## config.mk

```make
export PLATFORM = sky130hd
export DESIGN_NAME = alu_iter_flat
export DESIGN_NICKNAME = d
export VERILOG_FILES = /design/src/rtl/alu_iter_if.sv /design/src/rtl/alu_iter.sv /design/src/flat_wrapper.sv
export SDC_FILE = /design/constraint.sdc
export NUM_CORES = 1
export LEC_CHECK = 0
export ABC_AREA = 0
export ABC_CLOCK_PERIOD_IN_PS = 8400
export BUFFER_PORTS_ARGS = -buffer_cell sky130_fd_sc_hd__buf_4
export CORE_UTILIZATION = 40
export DETAILED_ROUTE_END_ITERATION = 8
export PLACE_DENSITY_LB_ADDON = 0.05
export SYNTH_ARGS = -nofsm -noshare
export SYNTH_HDL_FRONTEND = slang
export SYNTH_SLANG_ARGS = --single-unit
```

## constraint.sdc

```tcl
create_clock -name clk_i -period 8.4 [get_ports clk_i]
set_clock_uncertainty 0.15 [all_clocks]
set_input_delay 2.1 -clock clk_i [delete_from_list [all_inputs] [get_ports clk_i]]
set_output_delay 2.1 -clock clk_i [all_outputs]
set_load 0.01 [all_outputs]
```

## src/rtl/alu_iter_if.sv

```systemverilog
// alu_iter_if -- request/response bundle between operand decode, alu_iter
// and the writeback stage.
//
//   in_valid_i / in_ready_o  : request handshake (accept when both high)
//   func_i                   : 4-bit opcode
//   a_imm_i                  : immediate A operand (ADI only)
//   a_mem_i                  : memory A operand, zero-extended inside the ALU
//   b_i                      : B operand; low log2(WIDTH) bits are the shift amount
//   out_valid_o              : one-cycle completion pulse
//   result_o                 : registered result
//   fz_o/fc_o/fn_o/fv_o      : registered zero/carry(borrow)/negative/overflow flags
//
// Modport slave is the ALU side, master is the requester/consumer side.
interface alu_iter_if #(
   parameter int WIDTH   = 8,
   parameter int A_MEM_W = 4
);
   logic               in_valid_i;
   logic               in_ready_o;
   logic [3:0]         func_i;
   logic [WIDTH-1:0]   a_imm_i;
   logic [A_MEM_W-1:0] a_mem_i;
   logic [WIDTH-1:0]   b_i;
   logic               out_valid_o;
   logic [WIDTH-1:0]   result_o;
   logic               fz_o;
   logic               fc_o;
   logic               fn_o;
   logic               fv_o;

   modport slave (
      input  in_valid_i, func_i, a_imm_i, a_mem_i, b_i,
      output in_ready_o, out_valid_o, result_o, fz_o, fc_o, fn_o, fv_o
   );

   modport master (
      output in_valid_i, func_i, a_imm_i, a_mem_i, b_i,
      input  in_ready_o, out_valid_o, result_o, fz_o, fc_o, fn_o, fv_o
   );
endinterface

```

## src/rtl/alu_iter.sv

```systemverilog
// alu_iter -- handshaked 16-op ALU with registered result and Z/C/N/V flags.
// Single-cycle ops complete one cycle after accept; SHL/SHR (and MUL when
// enabled) iterate one bit per cycle in the EXEC state.
//
// Ports:
//   clk_i  : clock, rising edge
//   rst_i  : synchronous active-high reset
//   bus    : alu_iter_if.slave (handshake, opcode, operands, result, flags)
//
// Build option:
//   ALU_MUL_EN  defined   -> MUL runs as an iterative shift-add (latency WIDTH+1)
//               undefined -> MUL completes in one cycle with result 0, Z=1
module alu_iter #(
   parameter int WIDTH   = 8,
   parameter int A_MEM_W = 4
) (
   input  logic       clk_i,
   input  logic       rst_i,
   alu_iter_if.slave  bus
);

   localparam int MSB  = WIDTH - 1;
   localparam int SH_W = $clog2(WIDTH);
`ifdef ALU_MUL_EN
   // MUL needs the counter to hold WIDTH itself.
   localparam int CNT_W = SH_W + 1;
`else
   localparam int CNT_W = SH_W;
`endif

   typedef enum logic [3:0] {
      OP_ADI  = 4'h0, OP_ADD  = 4'h1, OP_SUB  = 4'h2, OP_AND = 4'h3,
      OP_ORR  = 4'h4, OP_XOR  = 4'h5, OP_LSL1 = 4'h6, OP_LSR1 = 4'h7,
      OP_ADC  = 4'h8, OP_SBC  = 4'h9, OP_ASR1 = 4'hA, OP_ROL = 4'hB,
      OP_SHL  = 4'hC, OP_SHR  = 4'hD, OP_MUL  = 4'hE, OP_CMP = 4'hF
   } op_e;

   typedef enum logic {S_IDLE, S_EXEC} state_e;

   state_e             state_q, state_d;
   logic               pend_q, pend_d;        // single-cycle op waiting to retire
   op_e                func_q, func_d;
   logic [WIDTH-1:0]   work_q, work_d;        // captured A / shift work register
   logic [WIDTH-1:0]   b_q, b_d;
   logic [CNT_W-1:0]   cnt_q, cnt_d;
   logic               sbit_q, sbit_d;        // last bit shifted out
   logic [WIDTH-1:0]   result_q, result_d;
   logic               fz_q, fz_d, fc_q, fc_d, fn_q, fn_d, fv_q, fv_d;
   logic               out_valid_q, out_valid_d;
`ifdef ALU_MUL_EN
   logic [2*WIDTH-1:0] prod_q, prod_d;        // {partial high, remaining multiplier}
   logic [WIDTH:0]     mul_sum;
`endif

   // Single-cycle datapath, evaluated on the captured operands.
   logic [WIDTH:0]          add_w, sub_w;
   logic                    add_v, sub_v;
   logic signed [WIDTH-1:0] b_s;
   logic [WIDTH-1:0]        sc_res;
   logic                    sc_c, sc_v, sc_wr;
   logic [WIDTH-1:0]        a_sel;

   always_comb begin
      add_w  = {1'b0, work_q} + {1'b0, b_q}
               + {{WIDTH{1'b0}}, (func_q == OP_ADC) & fc_q};
      // Bit WIDTH of the extended difference is the borrow.
      sub_w  = {1'b0, work_q} - {1'b0, b_q}
               - {{WIDTH{1'b0}}, (func_q == OP_SBC) & fc_q};
      add_v  = (work_q[MSB] == b_q[MSB]) && (add_w[MSB] != work_q[MSB]);
      sub_v  = (work_q[MSB] != b_q[MSB]) && (sub_w[MSB] != work_q[MSB]);
      b_s    = $signed(b_q);
      sc_res = '0;
      sc_c   = 1'b0;
      sc_v   = 1'b0;
      sc_wr  = 1'b1;
      case (func_q)
         OP_ADI, OP_ADD, OP_ADC: begin
            sc_res = add_w[MSB:0];
            sc_c   = add_w[WIDTH];
            sc_v   = add_v;
         end
         OP_SUB, OP_SBC, OP_CMP: begin
            sc_res = sub_w[MSB:0];
            sc_c   = sub_w[WIDTH];
            sc_v   = sub_v;
            sc_wr  = (func_q != OP_CMP);
         end
         OP_AND:  sc_res = work_q & b_q;
         OP_ORR:  sc_res = work_q | b_q;
         OP_XOR:  sc_res = work_q ^ b_q;
         OP_LSL1: begin
            sc_res = {b_q[MSB-1:0], 1'b0};
            sc_c   = b_q[MSB];
         end
         OP_LSR1: begin
            sc_res = {1'b0, b_q[MSB:1]};
            sc_c   = b_q[0];
         end
         OP_ASR1: begin
            sc_res = $unsigned(b_s >>> 1);
            sc_c   = b_q[0];
         end
         OP_ROL: begin
            // {B,C} rotated left: C enters at bit 0, B's MSB becomes C.
            sc_res = {b_q[MSB-1:0], fc_q};
            sc_c   = b_q[MSB];
         end
         default: sc_res = '0;   // MUL without the multiplier option
      endcase
   end

   always_comb begin
      state_d     = state_q;
      pend_d      = 1'b0;
      func_d      = func_q;
      work_d      = work_q;
      b_d         = b_q;
      cnt_d       = cnt_q;
      sbit_d      = sbit_q;
      result_d    = result_q;
      fz_d        = fz_q;
      fc_d        = fc_q;
      fn_d        = fn_q;
      fv_d        = fv_q;
      out_valid_d = 1'b0;
`ifdef ALU_MUL_EN
      prod_d      = prod_q;
      mul_sum     = {1'b0, prod_q[2*WIDTH-1:WIDTH]} + {1'b0, work_q};
`endif
      a_sel = (op_e'(bus.func_i) == OP_ADI) ? bus.a_imm_i : WIDTH'(bus.a_mem_i);

      // Retire the single-cycle op accepted on the previous edge.
      if (pend_q) begin
         if (sc_wr) begin
            result_d = sc_res;
         end
         fz_d        = (sc_res == '0);
         fc_d        = sc_c;
         fn_d        = sc_res[MSB];
         fv_d        = sc_v;
         out_valid_d = 1'b1;
      end

      case (state_q)
         S_IDLE: begin
            if (bus.in_valid_i) begin
               func_d = op_e'(bus.func_i);
               work_d = a_sel;
               b_d    = bus.b_i;
               sbit_d = 1'b0;
               if (op_e'(bus.func_i) == OP_SHL || op_e'(bus.func_i) == OP_SHR) begin
                  state_d = S_EXEC;
                  cnt_d   = CNT_W'(bus.b_i[SH_W-1:0]);
`ifdef ALU_MUL_EN
               end else if (op_e'(bus.func_i) == OP_MUL) begin
                  state_d = S_EXEC;
                  cnt_d   = CNT_W'(WIDTH);
                  prod_d  = {{WIDTH{1'b0}}, bus.b_i};
`endif
               end else begin
                  pend_d = 1'b1;
               end
            end
         end
         S_EXEC: begin
            if (cnt_q != '0) begin
               cnt_d = cnt_q - CNT_W'(1);
               case (func_q)
                  OP_SHL: begin
                     work_d = {work_q[MSB-1:0], 1'b0};
                     sbit_d = work_q[MSB];
                  end
                  OP_SHR: begin
                     work_d = {1'b0, work_q[MSB:1]};
                     sbit_d = work_q[0];
                  end
`ifdef ALU_MUL_EN
                  OP_MUL: begin
                     // Shift-add: add A into the high half when the current
                     // multiplier bit is set, then shift the whole pair right.
                     if (prod_q[0]) begin
                        prod_d = {mul_sum, prod_q[MSB:1]};
                     end else begin
                        prod_d = {1'b0, prod_q[2*WIDTH-1:1]};
                     end
                  end
`endif
                  default: ;
               endcase
            end else begin
               state_d     = S_IDLE;
               out_valid_d = 1'b1;
               fv_d        = 1'b0;
`ifdef ALU_MUL_EN
               if (func_q == OP_MUL) begin
                  result_d = prod_q[MSB:0];
                  fc_d     = |prod_q[2*WIDTH-1:WIDTH];
                  fz_d     = (prod_q[MSB:0] == '0);
                  fn_d     = prod_q[MSB];
               end else
`endif
               begin
                  result_d = work_q;
                  fc_d     = sbit_q;
                  fz_d     = (work_q == '0);
                  fn_d     = work_q[MSB];
               end
            end
         end
         default: state_d = S_IDLE;
      endcase
   end

   always_ff @(posedge clk_i) begin
      if (rst_i) begin
         state_q     <= S_IDLE;
         pend_q      <= 1'b0;
         out_valid_q <= 1'b0;
         result_q    <= '0;
         fz_q        <= 1'b0;
         fc_q        <= 1'b0;
         fn_q        <= 1'b0;
         fv_q        <= 1'b0;
      end else begin
         state_q     <= state_d;
         pend_q      <= pend_d;
         out_valid_q <= out_valid_d;
         result_q    <= result_d;
         fz_q        <= fz_d;
         fc_q        <= fc_d;
         fn_q        <= fn_d;
         fv_q        <= fv_d;
      end
      func_q <= func_d;
      work_q <= work_d;
      b_q    <= b_d;
      cnt_q  <= cnt_d;
      sbit_q <= sbit_d;
`ifdef ALU_MUL_EN
      prod_q <= prod_d;
`endif
   end

   assign bus.in_ready_o  = (state_q == S_IDLE);
   assign bus.out_valid_o = out_valid_q;
   assign bus.result_o    = result_q;
   assign bus.fz_o        = fz_q;
   assign bus.fc_o        = fc_q;
   assign bus.fn_o        = fn_q;
   assign bus.fv_o        = fv_q;

endmodule
```

## src/flat_wrapper.sv

```systemverilog
// flat-port wrapper written by rule: the top's interface ports become plain ports
module alu_iter_flat 
#(
   parameter int WIDTH   = 8,
   parameter int A_MEM_W = 4
)
  (clk_i, rst_i, bus_in_valid_i, bus_func_i, bus_a_imm_i, bus_a_mem_i, bus_b_i, bus_in_ready_o, bus_out_valid_o, bus_result_o, bus_fz_o, bus_fc_o, bus_fn_o, bus_fv_o);
  alu_iter_if #(.WIDTH(WIDTH), .A_MEM_W(A_MEM_W)) bus_i ();
  input  logic clk_i;
  input  logic rst_i;
  input wire logic [$bits(bus_i.in_valid_i)-1:0] bus_in_valid_i;
  input wire logic [$bits(bus_i.func_i)-1:0] bus_func_i;
  input wire logic [$bits(bus_i.a_imm_i)-1:0] bus_a_imm_i;
  input wire logic [$bits(bus_i.a_mem_i)-1:0] bus_a_mem_i;
  input wire logic [$bits(bus_i.b_i)-1:0] bus_b_i;
  output wire logic [$bits(bus_i.in_ready_o)-1:0] bus_in_ready_o;
  output wire logic [$bits(bus_i.out_valid_o)-1:0] bus_out_valid_o;
  output wire logic [$bits(bus_i.result_o)-1:0] bus_result_o;
  output wire logic [$bits(bus_i.fz_o)-1:0] bus_fz_o;
  output wire logic [$bits(bus_i.fc_o)-1:0] bus_fc_o;
  output wire logic [$bits(bus_i.fn_o)-1:0] bus_fn_o;
  output wire logic [$bits(bus_i.fv_o)-1:0] bus_fv_o;
  assign bus_i.in_valid_i = bus_in_valid_i;
  assign bus_i.func_i = bus_func_i;
  assign bus_i.a_imm_i = bus_a_imm_i;
  assign bus_i.a_mem_i = bus_a_mem_i;
  assign bus_i.b_i = bus_b_i;
  assign bus_in_ready_o = bus_i.in_ready_o;
  assign bus_out_valid_o = bus_i.out_valid_o;
  assign bus_result_o = bus_i.result_o;
  assign bus_fz_o = bus_i.fz_o;
  assign bus_fc_o = bus_i.fc_o;
  assign bus_fn_o = bus_i.fn_o;
  assign bus_fv_o = bus_i.fv_o;
  alu_iter #(.WIDTH(WIDTH), .A_MEM_W(A_MEM_W)) u_core (.clk_i(clk_i), .rst_i(rst_i), .bus(bus_i));
endmodule
```

==> flow_summary.yaml <==
place:
  hpwl_um: 7790
  placed_cells: 523
  dpl_worst_slack_ns: 4.00
  dpl-instance-area_mm2: 0.00378
  gp_congestion: 0.890
  portBuffers: 40
global_routing:
  grt.total_usage: 0.240
  overflow: 0
  grt_max_degree: 31
  grt_pass1_vias: 2985
  grt_pass1_wl_um: 16300
  antenna_found_initial: 0
synthesis:
  syn_inst: 402
  synth.distinct_cells: 65
  yosys-top-cells-area: "edfxtp_1 21%, ha_1 12%, dfxtp_1 8.7%, a221oi_1 4.8%, o21ai_0 3.5%"
  ys_seq_area_frac: 0.297
  yosys_warnings: 0
  netlist_area_mm2: 0.00344
  synth-seq-cells: 39
  synth_async_sr_flop_share: 0
  avgSynthCellArea_um2: 8.55
  synth_top_area_cell: "edfxtp_1"
  synth-edff-count: 24
  syn_nets: 465
  ys_dominant_reg_cell: "edfxtp_1"
  netlist.area_leader.share: 0.210
clock_network:
  cts_setup_buffers: 0
  clk_path_buf_depth: 2
  hold_buffers: 0
  htreeDepth: 2
  insertion_delay_ns: 0.30
  cts_resized: 0
  numCtsBuffers: 5
  clkSinkCount: 39
  path_clk_slew_ns: 0.08
  root_buffer: "clkbuf_8"
  cts_tree: "yes"
sta:
  slew_violations: 0
  fmax_mhz: 223
  fin_setup_tns_ns: 0
  whs_ns: 0.354
  fin_ws_ns: 3.92
  min_period_over_period: 0.533
  max-slew-margin-rel: 0.265
  setup_viol: 0
  worst_pin_slew_ns: 1.10
  hold_viol: 0
  fin_crit_ns: 4.48
  rsz0062_at_grt: "no"
critical_path:
  crit_type: "reg -> reg"
  cp-end-kind: "flop"
  critPathMaxFanout: 27
  worst_ep_arrival_time_ns: 4.47
  startpoint_type: "flop"
  worstPathRequired_ns: 8.39
die:
  die_w_um: 94.7
  initial_core_util: 0.416
  die_h_um: 94.7
  core_mm2: 0.00826
  ios: 41
  rows: 33
  die_area_mm2: 0.00896
routing:
  viasPerCell: 6.01
  drtIter0Drc: 370
  post_drt_wl_per_cell_um: 19.3
  drt-total-wl_um: 10200
  drtAntennaViolNets: 0
  first_pass_iters: 5
  dr_total_vias: 3189
  post-route-drc-count: 0
power:
  max-vdd-ir-drop_mv: 0.0872
  leakagePower_nw: 1.52
  p_per_area_mw_per_mm2: 148
  p_total_uw: 574
layout:
  diodes: 0
  layout.nets: 488
  design_area_mm2: 0.00389
  final_cells: 531
  area.growth.synth_to_final_pct: 13.1
  utilization: 0.471
  final_layout_size_suffix_gt1_frac: 0.131
run_status:
  status: "completed"
job:
  maxCapViolCount: 0
min_path:
  hold_class: "reg -> reg"
==> worst max-delay path: stages (launching register included) <==
cell and delay, ns:
edfxtp_1 0.93, inv_1 0.25, nor2_1 0.24, nand3_1 0.18, fa_1 0.51, fa_1 0.48
o21a_1 0.23, o22ai_1 0.23, xnor2_1 0.16, nor2_1 0.05, or4_1 0.54, a221oi_1 0.28
a211oi_1 0.08
==> cell usage after synthesis (all sizes together), types with 2 or more instances <==
cell,count
xnor2,4
ha,32
nor3,10
nor4b,3
a21oi,20
o22ai,4
nand4b,2
a221oi,20
nand2,30
buf,12
o211ai,2
a211o,3
clkbuf,12
and2,3
dfxtp,15
xor2,6
nand3,7
nor2,30
a22o,2
edfxtp,24
a32oi,4
o21ai,25
inv,32
a21boi,2
nor3b,4
nor2b,12
a211oi,14
a311oi,2
mux2i,2
or4,2
a32o,2
or3,6
o2bb2ai,2
nand2b,4
nand3b,5
o221ai,2
mux2,2
a31oi,5
nor4,8
o21a,7
fa,4
==> registers in the layout, summed over array words and instances, names as in the netlist, 3 cells and up <==
register and flops:
u_core.b_q 8, u_core.bus.result_o 8, u_core.cnt_q 3, u_core.func_q 4, u_core.work_q 8
==> kinds of logic after synthesis <==
logic type | Yosys count | share of synthesized area
buffers and inverters | 57 | 0.0659
adder cells (fa/ha/maj) | 36 | 0.140
XOR/XNOR | 10 | 0.0255
multiplexers | 4 | 0.0124
AO/OA/AOI/OAI | 127 | 0.264
AND/OR/NAND/NOR | 129 | 0.196
flip-flops | 39 | 0.297
==> routing by layer <==
layer,vias to the layer above,global-route usage,share of wire
met5,-,0,0
met4,0,0.0934,0.038
met3,28,0.0370,0.052
met2,122,0.367,0.44
met1,1489,0.338,0.47
li1,1550,-,-
==> report_power, final <==
| part | switching, mW | internal (mW) | total, mW |
|---|---|---|---|
| clock | 0.0701 | 0.0870 | 0.157 |
| combinational | 0.0998 | 0.0769 | 0.177 |
| sequential | 0.0240 | 0.216 | 0.240 |
| total | 0.194 | 0.380 | 0.574 |
==> worst paths after layout <==
check / from / to / slack (ns) / depth (start not counted)
max: u_core.func_q[0] / u_core.bus.result_o[6] / 3.92 / 12
min reg2reg: u_core.bus.fv_o / u_core.bus.fv_o / 0.35 / 2
min: u_core.bus.fv_o / u_core.bus.fv_o / 0.35 / 2
max reg2reg: u_core.func_q[0] / u_core.bus.result_o[6] / 3.92 / 12
==> area by class of cell <==
cell class              instances  area [um^2]
flip-flops and latches         39         1020
inverters                      33          124
repair buffers                 40          300
fillers                       857         4370
well taps                     105          131
clock buffers                   5         68.8
clock inverters                 3         38.8
multi-input cells             306         2200
==> cell usage in the layout, fill, tap and decap left out, types with 6 or more instances in the layout <==
cell type,n
o21a_1,7
edfxtp_1,24
nor2b_1,11
a21oi_1,20
buf_4,40
a211oi_1,14
nand2_1,30
nor4_1,7
nand3_1,7
inv_1,31
nor3_1,10
nor2_1,30
a221oi_1,19
xor2_1,6
or3_1,6
o21ai_0,24
ha_1,32
dfxtp_1,15
(Power assumes the default switching activity.)
